### src/rtl/seven_segment_pkg.sv
// Shared types, glyph table and polarity helpers for the seven-segment mux.
package seven_segment_pkg;

  typedef enum logic {
    BLANK = 1'b0,
    DRIVE = 1'b1
  } scan_state_t;

  // Active-high gfedcba patterns for hex digits 0..F (bit0 = segment a).
  localparam logic [6:0] GLYPH_TABLE [16] = '{
    7'h3F, 7'h06, 7'h5B, 7'h4F, 7'h66, 7'h6D, 7'h7D, 7'h07,
    7'h7F, 7'h6F, 7'h77, 7'h7C, 7'h39, 7'h5E, 7'h79, 7'h71
  };

  function automatic logic [6:0] glyph(input logic [3:0] nibble);
    return GLYPH_TABLE[nibble];
  endfunction

  // Map an active-high segment pattern onto the board's pin polarity.
  function automatic logic [6:0] seg_on(input logic [6:0] lit, input logic active_low);
    return active_low ? ~lit : lit;
  endfunction

  function automatic logic [6:0] seg_off(input logic active_low);
    return seg_on(7'h00, active_low);
  endfunction

endpackage

### src/rtl/seven_segment_scan_timer.sv
// Scan sequencer: slot/dead-time counter, digit index and frame-boundary pulse.
// Exposes next-state values so the top can register its outputs on the same
// edge on which the scan state and index change.
module seven_segment_scan_timer
  import seven_segment_pkg::*;
#(
  parameter int NUM_DIGITS     = 6,
  parameter int REFRESH_CYCLES = 50000,
  parameter int DEAD_CYCLES    = 4,
  parameter int INDEX_WIDTH    = (NUM_DIGITS > 1) ? $clog2(NUM_DIGITS) : 1
) (
  input  logic                   clk,
  input  logic                   rst,
  output scan_state_t            next_state,
  output logic [INDEX_WIDTH-1:0] next_index,
  output logic                   frame_boundary
);

  localparam int SLOT_MAX    = (REFRESH_CYCLES > DEAD_CYCLES) ? REFRESH_CYCLES : DEAD_CYCLES;
  localparam int COUNT_WIDTH = (SLOT_MAX > 1) ? $clog2(SLOT_MAX) : 1;

  localparam logic [COUNT_WIDTH-1:0] DRIVE_LAST = COUNT_WIDTH'(REFRESH_CYCLES - 1);
  localparam logic [COUNT_WIDTH-1:0] DEAD_LAST  =
    (DEAD_CYCLES > 0) ? COUNT_WIDTH'(DEAD_CYCLES - 1) : '0;
  localparam logic [INDEX_WIDTH-1:0] LAST_DIGIT = INDEX_WIDTH'(NUM_DIGITS - 1);

  scan_state_t            state;
  logic [INDEX_WIDTH-1:0] index;
  logic [COUNT_WIDTH-1:0] count;
  logic [COUNT_WIDTH-1:0] next_count;
  logic [INDEX_WIDTH-1:0] advanced_index;
  logic                   enter_drive;

  // Next-slot decision: count out the current slot, then move to blank or the next digit.
  always_comb begin
    advanced_index = (index == LAST_DIGIT) ? '0 : index + 1'b1;
    next_state     = state;
    next_index     = index;
    next_count     = count + 1'b1;
    enter_drive    = 1'b0;
    case (state)
      DRIVE: begin
        if (count == DRIVE_LAST) begin
          next_count = '0;
          if (DEAD_CYCLES == 0) begin
            next_index  = advanced_index;
            enter_drive = 1'b1;
          end else begin
            next_state = BLANK;
          end
        end
      end
      BLANK: begin
        if ((DEAD_CYCLES == 0) || (count == DEAD_LAST)) begin
          next_count  = '0;
          next_state  = DRIVE;
          next_index  = advanced_index;
          enter_drive = 1'b1;
        end
      end
      default: begin
        next_state = BLANK;
        next_count = '0;
      end
    endcase
    frame_boundary = enter_drive && (next_index == '0);
  end

  // Scan registers; reset parks on the last digit in BLANK so the first drive is digit 0.
  always_ff @(posedge clk or posedge rst) begin
    if (rst) begin
      state <= BLANK;
      index <= LAST_DIGIT;
      count <= '0;
    end else begin
      state <= next_state;
      index <= next_index;
      count <= next_count;
    end
  end

endmodule

### src/rtl/seven_segment_mux.sv
// Time-multiplexed hex display driver with frame-synchronous value load,
// leading-zero blanking and per-digit blinking. All outputs are registered.
module seven_segment_mux
  import seven_segment_pkg::*;
#(
  parameter int NUM_DIGITS     = 6,
  parameter int REFRESH_CYCLES = 50000,
  parameter int DEAD_CYCLES    = 4,
  parameter int BLINK_CYCLES   = 25000000,
  parameter int SEG_ACTIVE_LOW = 1,
  parameter int EN_ACTIVE_LOW  = 1
) (
  input  logic                    i_clk,
  input  logic                    i_reset,
  input  logic [4*NUM_DIGITS-1:0] i_value,
  input  logic                    i_valid,
  output logic                    o_ready,
  input  logic                    i_blank_leading_zeros,
  input  logic [NUM_DIGITS-1:0]   i_blink_mask,
  output logic [6:0]              o_segments,
  output logic [NUM_DIGITS-1:0]   o_digit_enable
);

  localparam int INDEX_WIDTH = (NUM_DIGITS > 1) ? $clog2(NUM_DIGITS) : 1;
  localparam int BLINK_WIDTH = (BLINK_CYCLES > 1) ? $clog2(BLINK_CYCLES) : 1;

  localparam logic [BLINK_WIDTH-1:0] BLINK_LAST = BLINK_WIDTH'(BLINK_CYCLES - 1);
  localparam logic                   SEG_LOW    = (SEG_ACTIVE_LOW != 0);
  localparam logic                   EN_LOW     = (EN_ACTIVE_LOW != 0);
  localparam logic [6:0]             SEG_IDLE   = seg_off(SEG_LOW);
  localparam logic [NUM_DIGITS-1:0]  EN_IDLE    = EN_LOW ? '1 : '0;

  scan_state_t             next_state;
  logic [INDEX_WIDTH-1:0]  next_index;
  logic                    frame_boundary;

  logic [4*NUM_DIGITS-1:0] displayed;
  logic [4*NUM_DIGITS-1:0] pending;
  logic [4*NUM_DIGITS-1:0] display_next;
  logic [BLINK_WIDTH-1:0]  blink_count;
  logic                    blink_phase;
  logic                    blink_wrap;
  logic                    blink_phase_next;
  logic [NUM_DIGITS-1:0]   digit_onehot;
  logic [NUM_DIGITS-1:0]   zero_mask;
  logic                    upper_zero;
  logic [3:0]              nibble;
  logic                    zero_blank;
  logic                    blink_blank;
  logic [6:0]              seg_next;
  logic [NUM_DIGITS-1:0]   en_next;

  seven_segment_scan_timer #(
    .NUM_DIGITS     (NUM_DIGITS),
    .REFRESH_CYCLES (REFRESH_CYCLES),
    .DEAD_CYCLES    (DEAD_CYCLES),
    .INDEX_WIDTH    (INDEX_WIDTH)
  ) scan_timer (
    .clk            (i_clk),
    .rst            (i_reset),
    .next_state     (next_state),
    .next_index     (next_index),
    .frame_boundary (frame_boundary)
  );

  // Work out what the output registers will hold after this edge: value, blink phase, glyph and enable.
  always_comb begin
    display_next = (frame_boundary && !o_ready) ? pending : displayed;

    blink_wrap       = (blink_count == BLINK_LAST);
    blink_phase_next = blink_wrap ? ~blink_phase : blink_phase;

    digit_onehot = '0;
    nibble       = 4'h0;
    for (int d = 0; d < NUM_DIGITS; d++) begin
      if (next_index == INDEX_WIDTH'(d)) begin
        digit_onehot[d] = 1'b1;
        nibble          = display_next[4*d +: 4];
      end
    end

    upper_zero = 1'b1;
    zero_mask  = '0;
    for (int d = NUM_DIGITS - 1; d >= 1; d--) begin
      upper_zero   = upper_zero & (display_next[4*d +: 4] == 4'h0);
      zero_mask[d] = upper_zero;
    end

    zero_blank  = i_blank_leading_zeros && |(digit_onehot & zero_mask);
    blink_blank = !blink_phase_next && |(digit_onehot & i_blink_mask);

    if ((next_state != DRIVE) || zero_blank || blink_blank) begin
      seg_next = SEG_IDLE;
    end else begin
      seg_next = seg_on(glyph(nibble), SEG_LOW);
    end

    if (next_state == DRIVE) begin
      en_next = EN_LOW ? ~digit_onehot : digit_onehot;
    end else begin
      en_next = EN_IDLE;
    end
  end

  // Handshake, displayed value, blink timebase and the registered pin drivers.
  always_ff @(posedge i_clk or posedge i_reset) begin
    if (i_reset) begin
      displayed      <= '0;
      pending        <= '0;
      o_ready        <= 1'b1;
      blink_count    <= '0;
      blink_phase    <= 1'b1;
      o_segments     <= SEG_IDLE;
      o_digit_enable <= EN_IDLE;
    end else begin
      displayed <= display_next;
      if (frame_boundary && !o_ready) begin
        o_ready <= 1'b1;
      end else if (i_valid && o_ready) begin
        pending <= i_value;
        o_ready <= 1'b0;
      end
      blink_count    <= blink_wrap ? '0 : blink_count + 1'b1;
      blink_phase    <= blink_phase_next;
      o_segments     <= seg_next;
      o_digit_enable <= en_next;
    end
  end

endmodule

### config.mk
export PLATFORM = sky130hd
export DESIGN_NAME = seven_segment_mux
export DESIGN_NICKNAME = d
export VERILOG_FILES = /design/src/rtl/seven_segment_pkg.sv /design/src/rtl/seven_segment_scan_timer.sv /design/src/rtl/seven_segment_mux.sv
export SDC_FILE = /design/constraint.sdc
export NUM_CORES = 1
export LEC_CHECK = 0
export ABC_CLOCK_PERIOD_IN_PS = 8000
export CAP_MARGIN = 10
export CORE_ASPECT_RATIO = 0.7
export CORE_UTILIZATION = 62
export DETAILED_ROUTE_END_ITERATION = 7
export GPL_TIMING_DRIVEN = 0
export PLACE_DENSITY = 0.84
export SLEW_MARGIN = 20
export SYNTH_ARGS = -nofsm -noshare
export SYNTH_HDL_FRONTEND = slang
export SYNTH_SLANG_ARGS = --single-unit
export TNS_END_PERCENT = 5
### constraint.sdc
create_clock -name i_clk -period 8 [get_ports i_clk]
set_clock_uncertainty 0.05 [all_clocks]
set_input_delay 1.6 -clock i_clk [delete_from_list [all_inputs] [get_ports i_clk]]
set_output_delay 1.6 -clock i_clk [all_outputs]
set_load 0.01 [all_outputs]
==> summary.txt <==
Cells and area
  – Layout cells sized above 1: 14.0%
  – # fillers: 545
  – Area growth syn-to-layout: 17.8%
  – Antenna cells: 0
  – Finished Core Util: 76.7%
  – Nets: 601
  – Fin area: 6140 um^2

Drt
  – Routed len/inst: 17.2 um
  – DR vias/cell: 6.04
  – Routed via count: 4,017
  – # DRC: 4
  – Final ANT Viol Nets: 0
  – Starting DRT DRC Count: 429
  – 1st-pass router iterations: 7
  – Final wirelength: 11,400 um

Clock tree
  – Htree depth: 3
  – CTS Root Cell: clkbuf_16
  – Worst skew pair latency: 0.35 ns
  – Number of gates resized after CTS: 0
  – Hold buffer count at cts: 0
  – Setup bufs post-CTS: 0
  – # clock sinks: 108
  – CTS clock-pin slew for the worst setup and hold paths: 0.07 ns
  – Number of CTS-inserted buffers: 9
  – Clock Path Buffers: 2
  – CTS tree: yes

GRT
  – Largest net degree at the start of global routing: 85
  – Most used routing layer: met2
  – Global-route wire length before repair: 19,200 um
  – Grt total ovfl: 0
  – Antenna violations before repair: 0
  – GR Layer Usage met1: 41.6%
  – Met2 Use GR: 42.4%
  – Global-route track usage on met3: 6.03%
  – Vias in the first global route: 3,839
  – GRT Total Usage: 28.2%

Place
  – Cell Area, Placed: 5840 um^2
  – Final RePlAce weighted congestion: 0.895
  – Post-DP HPWL: 8130 um
  – Port Buf Inserts: 47

Yosys
  – Register area share after synthesis: 52.3%
  – Synth cell count leaders: dfrtp_1 (91), nand2_1 (79), nor2_1 (49)
  – Post-synth ARST share: 100%
  – Post-synthesis instance total: 500
  – Most common cell in the netlist: dfrtp_1
  – Syn_nets: 542
  – Post-synth EDFFs: 0
  – Post-synthesis register bit count: 108
  – Synth warnings: 0
  – Top post-synthesis cells by area: dfrtp_1 (44%), dfstp_2 (8.6%), mux2_2 (5.8%), nand2_1 (5.7%), xor2_1 (4.0%)
  – Syn Area/Cell: 10.4 um^2
  – Post-synth cell types: 59
  – Synth Cell Area: 5210 um^2
  – Area share of the largest cell type after synthesis: 43.7%
  – Leading area contributor after synthesis: dfrtp_1
  – Top FF cell, synth: dfrtp_1

Worst setup path
  – Critical path launch point type: flop
  – Crit Path Class: reg -> reg
  – Worst EP required: 8.22 ns
  – CP max FO: 10
  – CP Capture Type: flop
  – Critical path data arrival time: 4.26 ns

STA
  – Slew @ Worst Pin: 0.777 ns
  – Fin. Hold Viols: 0
  – RSZ-0062 raised after global routing: no
  – Slew Viols, Final: 0
  – Setup TNS: 0 ns
  – Period utilization: 50.5%
  – Slew HR: 47.8%
  – F_max: 248 MHz
  – # setup viols final: 0
  – Final Critical Period: 4.04 ns

Run status
  – Outcome: finished, violations left
  – Violated checks: DRC

Run
  – Max-Cap Viols: 0

Die
  – Die width: 112 um
  – IO Count: 48
  – Starting Density: 65.1%
  – Full die area: 8780 um^2
  – Core ar.: 8010 um^2
  – Site row count: 27
  – Die Y-Extent: 78.7 um

Pwr
  – Worst ir drop on vdd: 117 uV
  – Power per cell area: 173 nW/um^2
  – P_leak: 0.00288 uW

Hold path
  – Min-delay worst type: reg -> reg
## cell type report
type / instances / area, um^2 / area share, %
Clock buffer: 12 / 256 / 4.18
Sequential cell: 108 / 2720 / 44.4
Buffer: 21 / 105 / 1.71
Multi-Input combinational cell: 353 / 2320 / 37.7
Tap cell: 101 / 126 / 2.06
Timing Repair Buffer: 48 / 498 / 8.11
Clock inverter: 4 / 40.0 / 0.652
Inverter: 18 / 72.6 / 1.18
## worst paths after layout
| kind | cells after the start | end | slack, ns | start |
|---|---|---|---|---|
| worst max-delay path | 15 | o_segments[3] | 3.96 | scan_timer.count[0] |
| worst min-delay path | 1 | blink_count[0] | 0.44 | blink_count[0] |
| worst max register to register | 15 | o_segments[3] | 3.96 | scan_timer.count[0] |
| worst min register to register | 1 | blink_count[0] | 0.44 | blink_count[0] |
| max in group asynchronous | 3 | o_ready | 5.68 | i_reset |
| min in group asynchronous | 2 | scan_timer.count[11] | 1.52 | i_reset |
## worst max-delay path, cell delays in order, from the launching register on
cell     delay [ns]
dfrtp_1        0.39
ha_1           0.23
nor4b_2        0.28
nand4_2        0.23
nor2_1         0.42
nand2_1        0.33
buf_2          0.29
nand2_1        0.08
nand2_1        0.08
a32oi_1        0.60
inv_1          0.16
ha_1           0.26
inv_1          0.08
nor2_1         0.06
a21o_1         0.15
a211o_1        0.29
## where the power goes
group | switching (uW) | leakage, uW | internal [uW] | total, uW
Sequential | 10.2 | 0.00137 | 563 | 573
Combinational | 21.2 | 0.00136 | 30.8 | 52.0
Clock | 201 | 0.000147 | 234 | 435
Total | 233 | 0.00288 | 828 | 1060
## metrics by stage
stage	setup slack (ns)	instances	total power, uW	hold WS (ns)
floorplan	3.53	500	604	0.375
global placement	2.13	648	631	0.389
detailed placement	4.11	649	635	0.401
CTS	4.06	665	1070	0.444
global route	3.75	665	1090	0.447
finish	3.96	665	1060	0.442
## logic make-up (layout without fill, tap and decap cells)
| kind of cell | Yosys count | after routing | share of synthesized area [%] |
|---|---|---|---|
| AND/OR/NAND/NOR | 211 | 211 | 19.6 |
| flip-flops | 108 | 108 | 52.3 |
| AO/OA/AOI/OAI | 54 | 54 | 7.49 |
| multiplexers | 41 | 41 | 8.71 |
| buffers and inverters | 39 | 103 | 3.31 |
| XOR/XNOR | 38 | 38 | 6.53 |
| adder cells (fa/ha/maj) | 9 | 9 | 2.11 |
## flip-flops by register name, indices dropped and copies added, names as in the netlist
register          count
blink_count          25
scan_timer.state      1
o_digit_enable        6
scan_timer.count     16
o_ready               1
o_segments            7
scan_timer.index      3
pending              24
blink_phase           1
displayed            24
## per-layer routing
metal  vias to the layer above  wire, um
li1                       1851         -
met4                         0       152
met1                      1958      5260
met2                       184      5090
met3                        24       923
met5                         -         0
## placed cells by master, fill, tap and decap left out, types with 3 or more instances in the layout
cell type        netlist  layout
dfrtp_1               91      91
nand2_1               79      79
nor2_1                49      49
clkdlybuf4s50_1        0      47
mux2_2                27      27
xor2_1                24      24
nand3_1               23      23
inv_1                 18      17
and3_1                17      17
dfstp_2               17      17
clkbuf_1              13      14
xnor2_1               13      13
o21ai_0               12      12
mux2i_1               12      12
clkbuf_16              0       9
nor3_1                 8       8
ha_1                   8       8
nor4_1                 6       6
a21oi_1                6       6
a32oi_1                5       5
and2_1                 4       4
and4_1                 4       4
nor2b_1                4       4
nand4_1                4       4
a221o_1                4       4
o22ai_1                3       3
a211oi_1               3       3
a211o_1                3       3
(Power assumes the default switching activity.)
